$ cat src/rtl/pipelined_core_p.sv
// Five-stage in-order core (IF/ID/EX/MEM/WB) with a unified word memory.
// Interlocks on register hazards instead of forwarding; branches resolve in ID.
module pipelined_core_p #(
  parameter int unsigned DATA_W   = 16,
  parameter int unsigned MEM_AW   = 7,
  parameter int unsigned START_PC = 8
) (
  input  logic              CLOCK_50,
  input  logic              RESET_N,
  input  logic              STEP_MODE,
  input  logic              STEP,
  input  logic              PROG_WE,
  input  logic [MEM_AW-1:0] PROG_ADDR,
  input  logic [DATA_W-1:0] PROG_DATA,
  input  logic              RUN,
  input  logic [2:0]        DBG_SEL,
  output logic [DATA_W-1:0] DBG_DATA,
  output logic [MEM_AW-1:0] PC,
  output logic [2:0]        CC,
  output logic              HALTED,
  output logic [15:0]       RETIRED
);

  localparam logic [3:0] OP_BR   = 4'd0;
  localparam logic [3:0] OP_ADD  = 4'd1;
  localparam logic [3:0] OP_AND  = 4'd5;
  localparam logic [3:0] OP_LD   = 4'd6;
  localparam logic [3:0] OP_ST   = 4'd7;
  localparam logic [3:0] OP_NOT  = 4'd9;
  localparam logic [3:0] OP_HALT = 4'd15;
  localparam int unsigned MEM_D  = 1 << MEM_AW;
  localparam logic [MEM_AW-1:0] PC_RST = MEM_AW'(START_PC);

  logic [DATA_W-1:0] r_mem [MEM_D];
  logic [DATA_W-1:0] r_rf  [8];

  logic [MEM_AW-1:0] r_pc;
  logic [2:0]        r_cc;
  logic              r_halted;
  logic [15:0]       r_retired;

  logic              r_id_v;
  logic [15:0]       r_id_ir;
  logic [MEM_AW-1:0] r_id_pc;

  logic              r_ex_v, r_ex_we;
  logic [3:0]        r_ex_op;
  logic [2:0]        r_ex_dr;
  logic [DATA_W-1:0] r_ex_a, r_ex_b, r_ex_sd;

  logic              r_mem_v, r_mem_we;
  logic [3:0]        r_mem_op;
  logic [2:0]        r_mem_dr;
  logic [DATA_W-1:0] r_mem_res, r_mem_sd;

  logic              r_wb_v, r_wb_we;
  logic [2:0]        r_wb_dr;
  logic [DATA_W-1:0] r_wb_res;

  function automatic logic [2:0] cc_of(input logic [DATA_W-1:0] v);
    if (v[DATA_W-1])   return 3'b100;
    else if (v == '0)  return 3'b010;
    else               return 3'b001;
  endfunction

  // ID decode
  logic [3:0]  w_op;
  logic [2:0]  w_dr, w_sr1, w_sr2;
  logic        w_id_br, w_id_halt, w_id_alu, w_id_not, w_id_ld, w_id_st, w_id_we;
  logic        w_use1, w_use2, w_use_dr;
  assign w_op      = r_id_ir[15:12];
  assign w_dr      = r_id_ir[11:9];
  assign w_sr1     = r_id_ir[8:6];
  assign w_sr2     = r_id_ir[2:0];
  assign w_id_br   = r_id_v && (w_op == OP_BR) && (r_id_ir != 16'h0000);
  assign w_id_halt = r_id_v && (w_op == OP_HALT);
  assign w_id_alu  = r_id_v && ((w_op == OP_ADD) || (w_op == OP_AND));
  assign w_id_not  = r_id_v && (w_op == OP_NOT);
  assign w_id_ld   = r_id_v && (w_op == OP_LD);
  assign w_id_st   = r_id_v && (w_op == OP_ST);
  assign w_id_we   = w_id_alu || w_id_not || w_id_ld;
  assign w_use1    = w_id_alu || w_id_not || w_id_ld || w_id_st;
  assign w_use2    = w_id_alu && !r_id_ir[5];
  assign w_use_dr  = w_id_st;

  logic w_ex_w, w_mem_w, w_wb_w;
  assign w_ex_w  = r_ex_v && r_ex_we;
  assign w_mem_w = r_mem_v && r_mem_we;
  assign w_wb_w  = r_wb_v && r_wb_we;

  logic w_hz1, w_hz2, w_hzd, w_hazard;
  assign w_hz1 = w_use1 && ((w_ex_w && r_ex_dr == w_sr1) || (w_mem_w && r_mem_dr == w_sr1));
  assign w_hz2 = w_use2 && ((w_ex_w && r_ex_dr == w_sr2) || (w_mem_w && r_mem_dr == w_sr2));
  assign w_hzd = w_use_dr && ((w_ex_w && r_ex_dr == w_dr) || (w_mem_w && r_mem_dr == w_dr));
  assign w_hazard = w_hz1 || w_hz2 || w_hzd;

  // Register reads see the value being written back this cycle
  logic [DATA_W-1:0] w_a, w_r2, w_rd, w_b;
  assign w_a  = (w_wb_w && r_wb_dr == w_sr1) ? r_wb_res : r_rf[w_sr1];
  assign w_r2 = (w_wb_w && r_wb_dr == w_sr2) ? r_wb_res : r_rf[w_sr2];
  assign w_rd = (w_wb_w && r_wb_dr == w_dr)  ? r_wb_res : r_rf[w_dr];

  always_comb begin
    w_b = w_r2;
    if (w_id_ld || w_id_st)      w_b = DATA_W'($signed(r_id_ir[5:0]));
    else if (r_id_ir[5])         w_b = DATA_W'($signed(r_id_ir[4:0]));
  end

  // Branch waits until no CC-setting instruction remains in flight
  logic              w_br_wait, w_taken, w_stall, w_halt_now, w_adv, w_run;
  logic [MEM_AW-1:0] w_br_tgt;
  assign w_br_wait  = w_id_br && (w_ex_w || w_mem_w || w_wb_w);
  assign w_taken    = w_id_br && !w_br_wait && ((r_id_ir[11:9] & r_cc) != 3'b000);
  assign w_br_tgt   = r_id_pc + MEM_AW'(1) + MEM_AW'($signed(r_id_ir[8:0]));
  assign w_stall    = w_hazard || w_br_wait || w_id_halt;
  assign w_halt_now = w_id_halt && !r_ex_v && !r_mem_v;
  assign w_adv      = !STEP_MODE || STEP;
  assign w_run      = w_adv && !r_halted;

  logic [DATA_W-1:0] w_ex_res;
  always_comb begin
    w_ex_res = '0;
    case (r_ex_op)
      OP_ADD, OP_LD, OP_ST: w_ex_res = r_ex_a + r_ex_b;
      OP_AND:               w_ex_res = r_ex_a & r_ex_b;
      OP_NOT:               w_ex_res = ~r_ex_a;
      default:              w_ex_res = '0;
    endcase
  end

  logic [MEM_AW-1:0] w_mem_addr;
  logic [DATA_W-1:0] w_mem_val;
  logic              w_st_we;
  assign w_mem_addr = r_mem_res[MEM_AW-1:0];
  assign w_mem_val  = (r_mem_op == OP_LD) ? r_mem[w_mem_addr] : r_mem_res;
  assign w_st_we    = w_run && r_mem_v && (r_mem_op == OP_ST);

  // Memory has no reset so a loaded program survives RESET_N
  always_ff @(posedge CLOCK_50) begin
    if (r_halted && PROG_WE) r_mem[PROG_ADDR] <= PROG_DATA;
    else if (w_st_we)        r_mem[w_mem_addr] <= r_mem_sd;
  end

  always_ff @(posedge CLOCK_50 or negedge RESET_N) begin
    if (!RESET_N) begin
      r_pc      <= PC_RST;
      r_cc      <= 3'b010;
      r_halted  <= 1'b1;
      r_retired <= '0;
      for (int i = 0; i < 8; i++) r_rf[i] <= '0;
      r_id_v    <= 1'b0;
      r_id_ir   <= '0;
      r_id_pc   <= '0;
      r_ex_v    <= 1'b0;
      r_ex_we   <= 1'b0;
      r_ex_op   <= '0;
      r_ex_dr   <= '0;
      r_ex_a    <= '0;
      r_ex_b    <= '0;
      r_ex_sd   <= '0;
      r_mem_v   <= 1'b0;
      r_mem_we  <= 1'b0;
      r_mem_op  <= '0;
      r_mem_dr  <= '0;
      r_mem_res <= '0;
      r_mem_sd  <= '0;
      r_wb_v    <= 1'b0;
      r_wb_we   <= 1'b0;
      r_wb_dr   <= '0;
      r_wb_res  <= '0;
    end else if (w_adv) begin
      if (r_halted) begin
        if (RUN) begin
          r_halted <= 1'b0;
          r_pc     <= PC_RST;
        end
      end else begin
        if (w_halt_now) begin
          r_halted <= 1'b1;
          r_id_v   <= 1'b0;
        end else if (!w_stall) begin
          r_pc    <= w_taken ? w_br_tgt : r_pc + MEM_AW'(1);
          r_id_v  <= !w_taken;
          r_id_ir <= r_mem[r_pc][15:0];
          r_id_pc <= r_pc;
        end
        r_ex_v    <= r_id_v && !w_stall;
        r_ex_we   <= w_id_we;
        r_ex_op   <= w_op;
        r_ex_dr   <= w_dr;
        r_ex_a    <= w_a;
        r_ex_b    <= w_b;
        r_ex_sd   <= w_rd;
        r_mem_v   <= r_ex_v;
        r_mem_we  <= r_ex_we;
        r_mem_op  <= r_ex_op;
        r_mem_dr  <= r_ex_dr;
        r_mem_res <= w_ex_res;
        r_mem_sd  <= r_ex_sd;
        r_wb_v    <= r_mem_v;
        r_wb_we   <= r_mem_we;
        r_wb_dr   <= r_mem_dr;
        r_wb_res  <= w_mem_val;
        if (w_wb_w) begin
          r_rf[r_wb_dr] <= r_wb_res;
          r_cc          <= cc_of(r_wb_res);
        end
        if (r_wb_v) r_retired <= r_retired + 16'd1;
      end
    end
  end

  assign DBG_DATA = r_rf[DBG_SEL];
  assign PC       = r_pc;
  assign CC       = r_cc;
  assign HALTED   = r_halted;
  assign RETIRED  = r_retired;

endmodule
$ cat config.mk
export PLATFORM = sky130hd
export DESIGN_NAME = pipelined_core_p
export DESIGN_NICKNAME = d
export VERILOG_FILES = /design/src/rtl/pipelined_core_p.sv
export SDC_FILE = /design/constraint.sdc
export NUM_CORES = 2
export LEC_CHECK = 0
export CAP_MARGIN = 20
export CORE_MARGIN = 3
export CORE_UTILIZATION = 45
export CTS_CLUSTER_SIZE = 40
export DETAILED_ROUTE_END_ITERATION = 8
export HOLD_SLACK_MARGIN = 0.12
export REMOVE_ABC_BUFFERS = 1
export SLEW_MARGIN = 0
export SYNTH_ARGS = -nofsm -noshare
export SYNTH_HDL_FRONTEND = slang
export SYNTH_SLANG_ARGS = --single-unit
$ cat constraint.sdc
create_clock -name CLOCK_50 -period 4.2 [get_ports CLOCK_50]
set_clock_uncertainty 0.15 [all_clocks]
set_input_delay 0.84 -clock CLOCK_50 [delete_from_list [all_inputs] [get_ports CLOCK_50]]
set_output_delay 0.84 -clock CLOCK_50 [all_outputs]
set_load 0.02 [all_outputs]
# [Yosys cells after proc, flatten, opt, wreduce, memory -nomap -nowiden]
# Memory sizes are Yosys's and may differ from the RTL's. A register that Yosys moved wholly into a read port is not among the register bits.
# Index checks and enable logic that the tools add are counted.
[op_classes] n_addsub=5 n_lt_le_gt_ge=6 n_eq_ne=26 n_mux=42 bitwise_logic=11 n_reduce_logical=70
[op_table] operator="16-bit 2-to-1 mux" count=16
[op_table] operator="16-bit binary-select mux with 3-bit select" count=4
[op_table] operator="128-bit bitwise mux" count=1
[op_table] operator="16-bit demux with 3-bit select" count=1
[op_table] operator="16-bit case mux with 3 select lines" count=1
[op_table] operator="7-bit 2-to-1 mux" count=6
[op_table] operator="1-bit logical AND" count=34
[op_table] operator="4-bit by 3-bit equality test with 1-bit output (second input constant)" count=8
[op_table] operator="3-bit equality test" count=9
[op_table] operator="4-bit greater-or-equal comparator (second input constant)" count=5
[op_table] operator="3-bit NOT with 4-bit output" count=5
[op_table] operator="16-bit by 1-bit adder with 16-bit output (second input constant)" count=1
[op_table] operator="16-bit adder" count=1
[op_table] operator="16-bit AND" count=1
[op_table] operator="16-bit logical NOT" count=1
[op_table] operator="16-bit NOT" count=1
[op_table] operator="16-bit nonzero test" count=1
[op_table] operator="16-bit OR reduction" count=1
[op_table] operator="1-bit logical OR" count=15
[op_table] operator="7-bit by 1-bit adder with 7-bit output (second input constant)" count=2
[op_table] operator="4-bit equality test (second input constant)" count=3
[op_table] operator="1-bit 2-to-1 mux" count=11
[op_table] operator="1-bit logical NOT" count=9
[op_table] operator="3-bit AND reduction" count=3
[op_table] operator="14 further kinds" count=20
[totals] regBits=282 mem_bits_rw=2048 input_bits=32 output_inout_bits=43 wordCells=192 mem_count=1
[mem_list] name="r_mem" depth=128 width=16 rd=2 rd_ports_with_merged_regs=1 wr=1 line="34" rtl="logic [DATA_W-1:0] r_mem [MEM_D];"

# [Depth between registers and ports, before layout]
[depth] depth_word=14 depth_mapped=14 depth_no_buf=11

# [Worst setup path after synthesis]
# Ideal clock, no wire load.
[synth_timing] path_type="input -> register" from="in STEP" to="mem r_mem[0][10] (data pin)" setup_ps=511 arrival_time_ps=3780 t_required_ps=3539 path_slack_ps=-242 path_stages=8 path_buffers=3 path_cell_list="nand2b_1 > nand2b_1 > or3_1 > clkbuf_1 > buf_1 > buf_1 > nand2_1 > nand2_1"
[synth_via] elab_chain_cells=9
[synth_rtl] element="start: declaration" line="11" rtl="input logic STEP,"
[synth_rtl] element="1-bit logical OR" line="117" rtl="assign w_adv = !STEP_MODE || STEP;"
[synth_rtl] element="1-bit logical AND" line="118" rtl="assign w_run = w_adv && !r_halted;"
[synth_rtl] element="1-bit logical AND (2 in a row)" line="136" rtl="assign w_st_we = w_run && r_mem_v && (r_mem_op == OP_ST);"
[synth_rtl] element="1-bit 2-to-1 mux" line="141" rtl="else if (w_st_we) r_mem[w_mem_addr] <= r_mem_sd;"
[synth_rtl] element="1-bit 2-to-1 mux" line="140" rtl="if (r_halted && PROG_WE) r_mem[PROG_ADDR] <= PROG_DATA;"
[synth_rtl] element="1-bit 2-to-1 mux (implied by the code)" line="141"
[synth_rtl] element="16-bit OR reduction (no source line)"
[synth_rtl] element="16-bit 2-to-1 mux (no source line)"
[synth_rtl] element="end: declaration" line="34"
# Every way passes these cells.

# [Worst setup path in the final report]
[layout_timing] from="reg r_mem_res[0]" to="reg r_wb_res[10]"
[layout_via] elab_chain_cells=2
[layout_rtl] element="start: declaration" line="54" rtl="logic [DATA_W-1:0] r_mem_res, r_mem_sd;"
[layout_rtl] element="start signal: assignment" line="198" rtl="r_mem_res <= w_ex_res;"
[layout_rtl] element="memory 128 x 16 bit"
[layout_rtl] element="16-bit 2-to-1 mux" line="135" rtl="assign w_mem_val = (r_mem_op == OP_LD) ? r_mem[w_mem_addr] : r_mem_res;"
[layout_rtl] element="end signal: assignment" line="203" rtl="r_wb_res <= w_mem_val;"
[layout_rtl] element="end: declaration" line="58" rtl="logic [DATA_W-1:0] r_wb_res;"
# Every way passes these cells.
# A chain may end at the register's enable or synchronous reset.

==> results.md <==
- Post-DP HPWL: approximately 270 mm
- Clk root buf: clkbuf_16
- Avg WL per Cell: between 30 and 40 um
- Clk slew on worst S/H paths: around 60 ps
- Cell Area, Synth: approximately 0.11 mm2
- Number of synthesized flops with an enable pin: just over 2000
- Horiz. Die Dim: about 510 um
- LEAKAGE: between 40 and 50 nW
- Initial antenna violation count: 27
- Reg2Reg Setup Slack: about 170 ps
- Status: complete, no violations
- GPL Wtd Cong: ~1.0
- Top_reg_cell synth: edfxtp_1
- Critical path startpoint category: flip-flop
- Total grt overflow: 0
- Crit path required time: 4820 ps
- Worst r2r path cells: 9
- Asr flop ratio synth: 12.7%
- Share of cells above drive strength 1: about two fifths
- Distinct cells, synth: 69
- Fmax: 248 MHz
- Post-route DRC: 0
- Final net count: approximately 6600
- Die H: slightly above 500 um
- Total die area: approximately 0.26 mm2
- Post-synth top area share: about 55%
- Total track usage: between 30 and 40%
- Placed Instances: ~9600
- Count leader, synth: edfxtp_1
- Initial drt markers: about 11000
- Drt total wl: slightly below 400 mm
- Port Buf Inserts: 74
- Worst slew margin: 23.3%
- Overall power: 82.1 mW
- Final worst path period need: about 4000 ps
- Worst vdd rail ir drop: ~0.55 mV
- Clk sinks: 2346
- Gate count of the mapped netlist: 6025
- Post-synth top cells: 2048 x edfxtp_1, 1295 x mux4_2, 446 x nand2_1
- TritonCTS buffer count: approximately 280
- Nature of the critical path endpoint: flip-flop
- Post-Syn Area per Cell: 18.7 um2
- Worst Path Arrival: 4650 ps
- FF-to-FF End: r_wb_res[10]$_DFFE_PN0P_
- Critical Path Start: r_mem_res[0]$_DFFE_PN0P_
- First-pass GRT wire length: roughly 540 mm
- Vias in the first global route: 66900
- Area Growth Syn to Fin: 16.9%
- Largest net degree at the start of global routing: between 100 and 150
- HP Class: flip-flop to flip-flop
- Final WS setup: ~170 ps
- Crit path kind: flip-flop to flip-flop
- Reg-to-Reg Start: r_mem_res[0]$_DFFE_PN0P_
- Htree depth: 5
- Starting Density: a little under half
- Row count: between 150 and 200
- Post-CTS setup buffers: 0
- Initial DRT Pass Iterations: 6
- Sequential area share after synthesis: between 60% and 70%
- CTS tree: built
- RSZ-0062 raised after global routing: false
- Core area: 0.249 mm2
- Via density: approximately 6.8
- Via count: between 60000 and 70000
- Worst slew pin tran: about 1200 ps
- Worst-path maximum fanout: 30
- Yosys top cell by area: edfxtp_1
- Max clock buf depth: 4
- Final Instance Area: approximately 0.13 mm2
- TNS Setup: 0 ps
- MaxCap Viol Count: 0
- Final Max Slew Viols: 0
- Final-report setup violation count: 0
- Yosys reg bits: around 2300
- Pwr dens: roughly 620 mW/mm2
- Worst skew pair latency: ~960 ps
- YS warnings: 0
- Hold Vio Cnt, Final: 0
- # IOs: 75
- Final ANT Viol Nets: 0
- Tcrit/Tclk final: roughly 96%
- FILL cells: 19500
- Worst Setup Slack post-DPL: -274 ps
- Critical Path Sink: r_wb_res[10]$_DFFE_PN0P_
- Layout Cells excl Fill: around 10000
- Final Util: between 50% and 60%
- Hold WS: between 300 and 400 ps
- Post-DP Area: about 0.12 mm2
- Top cells by area, synth: edfxtp_1 55%, mux4_2 26%, dfrtp_1 6.5%
## area by class of cell
type | count | area (um2) | share of cell area (%)
inverter | 22 | 87.6 | 0.0665
sequential | 2346 | 69000 | 52.4
clock buffer | 351 | 7420 | 5.63
antenna | 4 | 10.0 | 0.00760
tap | 3330 | 4170 | 3.16
clock inverter | 116 | 1040 | 0.787
timing repair buffer | 698 | 8260 | 6.27
multi-input combinational | 3179 | 41800 | 31.7
## logic make-up (layout without fill, tap and decap cells)
family / Yosys count / in the layout / synth area share (%)
adders and majority gates: 26 / 26 / 0.302
other: 0 / 4 / 0
muxes: 1643 / 1643 / 29.3
AOI/OAI and AO/OA: 557 / 557 / 3.17
DFF: 2346 / 2346 / 61.2
buffers and inverters: 500 / 1187 / 2.18
xor gates and xnor gates: 62 / 62 / 0.482
and+or+nand+nor: 891 / 891 / 3.40
## registers in the layout, summed over array words and instances, names as in the netlist, 3 cells and up
name       cells
CC             3
PC             7
RETIRED       16
r_ex_a        16
r_ex_b        16
r_ex_dr        3
r_ex_op        4
r_ex_sd       16
r_id_ir       16
r_id_pc        7
r_mem       2048
r_mem_dr       3
r_mem_op       4
r_mem_res     16
r_mem_sd      16
r_rf         128
r_wb_dr        3
r_wb_res      16
## metal layers
layer,vias up,GRT usage (%),part of all wire (%)
met5,-,0,0.013
met4,4,11.9,4.5
met3,683,8.21,12
met2,4501,44.4,45
met1,37000,43.4,39
li1,26500,-,-
## critical path, cell delays in order (launching register included)
cell and delay [ps]:
dfrtp_4 530, buf_12 220, buf_12 260, mux4_2 570, mux4_2 560, mux2i_1 440
a211oi_1 260, a2111oi_2 520, buf_4 200, o21ai_0 60
## what timing repair did
item / CTS / global route
gates resized for setup: 2 / 0
setup endpoints to repair: 1 / 0
endpoints found under the hold margin: 88 / 0
hold buffers: 1 / 0
## placed cells by master (no fill, tap or decap), types with 157 or more instances in the layout
cell type and instances:
mux4_2 1295, dfrtp_1 279, nand2_1 430, buf_12 226
edfxtp_1 2048, mux2i_1 160, o21ai_0 157, buf_4 396
mux2_2 180, clkbuf_16 283
## where the power goes
group / switching, mW / internal, mW / total, mW
Combinational: 17.4 / 13.1 / 30.5
Clock: 9.41 / 13.5 / 22.9
Sequential: 2.05 / 26.6 / 28.6
## worst min path at each step
stage               depth (start not counted)                     from                  endpoint  slack (ps)
finish                                      2   r_ex_sd[8]$_DFFE_PN0P_   r_mem_sd[8]$_DFFE_PN0P_         320
detailed placement                          2  r_mem_op[3]$_DFFE_PN0P_   r_mem_op[3]$_DFFE_PN0P_         300
CTS                                         2  r_ex_sd[11]$_DFFE_PN0P_  r_mem_sd[11]$_DFFE_PN0P_         320
global route                                1  RETIRED[15]$_DFFE_PN0P_   RETIRED[15]$_DFFE_PN0P_         340
floorplan                                   2  r_mem_op[3]$_DFFE_PN0P_   r_mem_op[3]$_DFFE_PN0P_         290
global placement                            2   r_ex_sd[6]$_DFFE_PN0P_   r_mem_sd[6]$_DFFE_PN0P_         300
(Power assumes the default switching activity.)
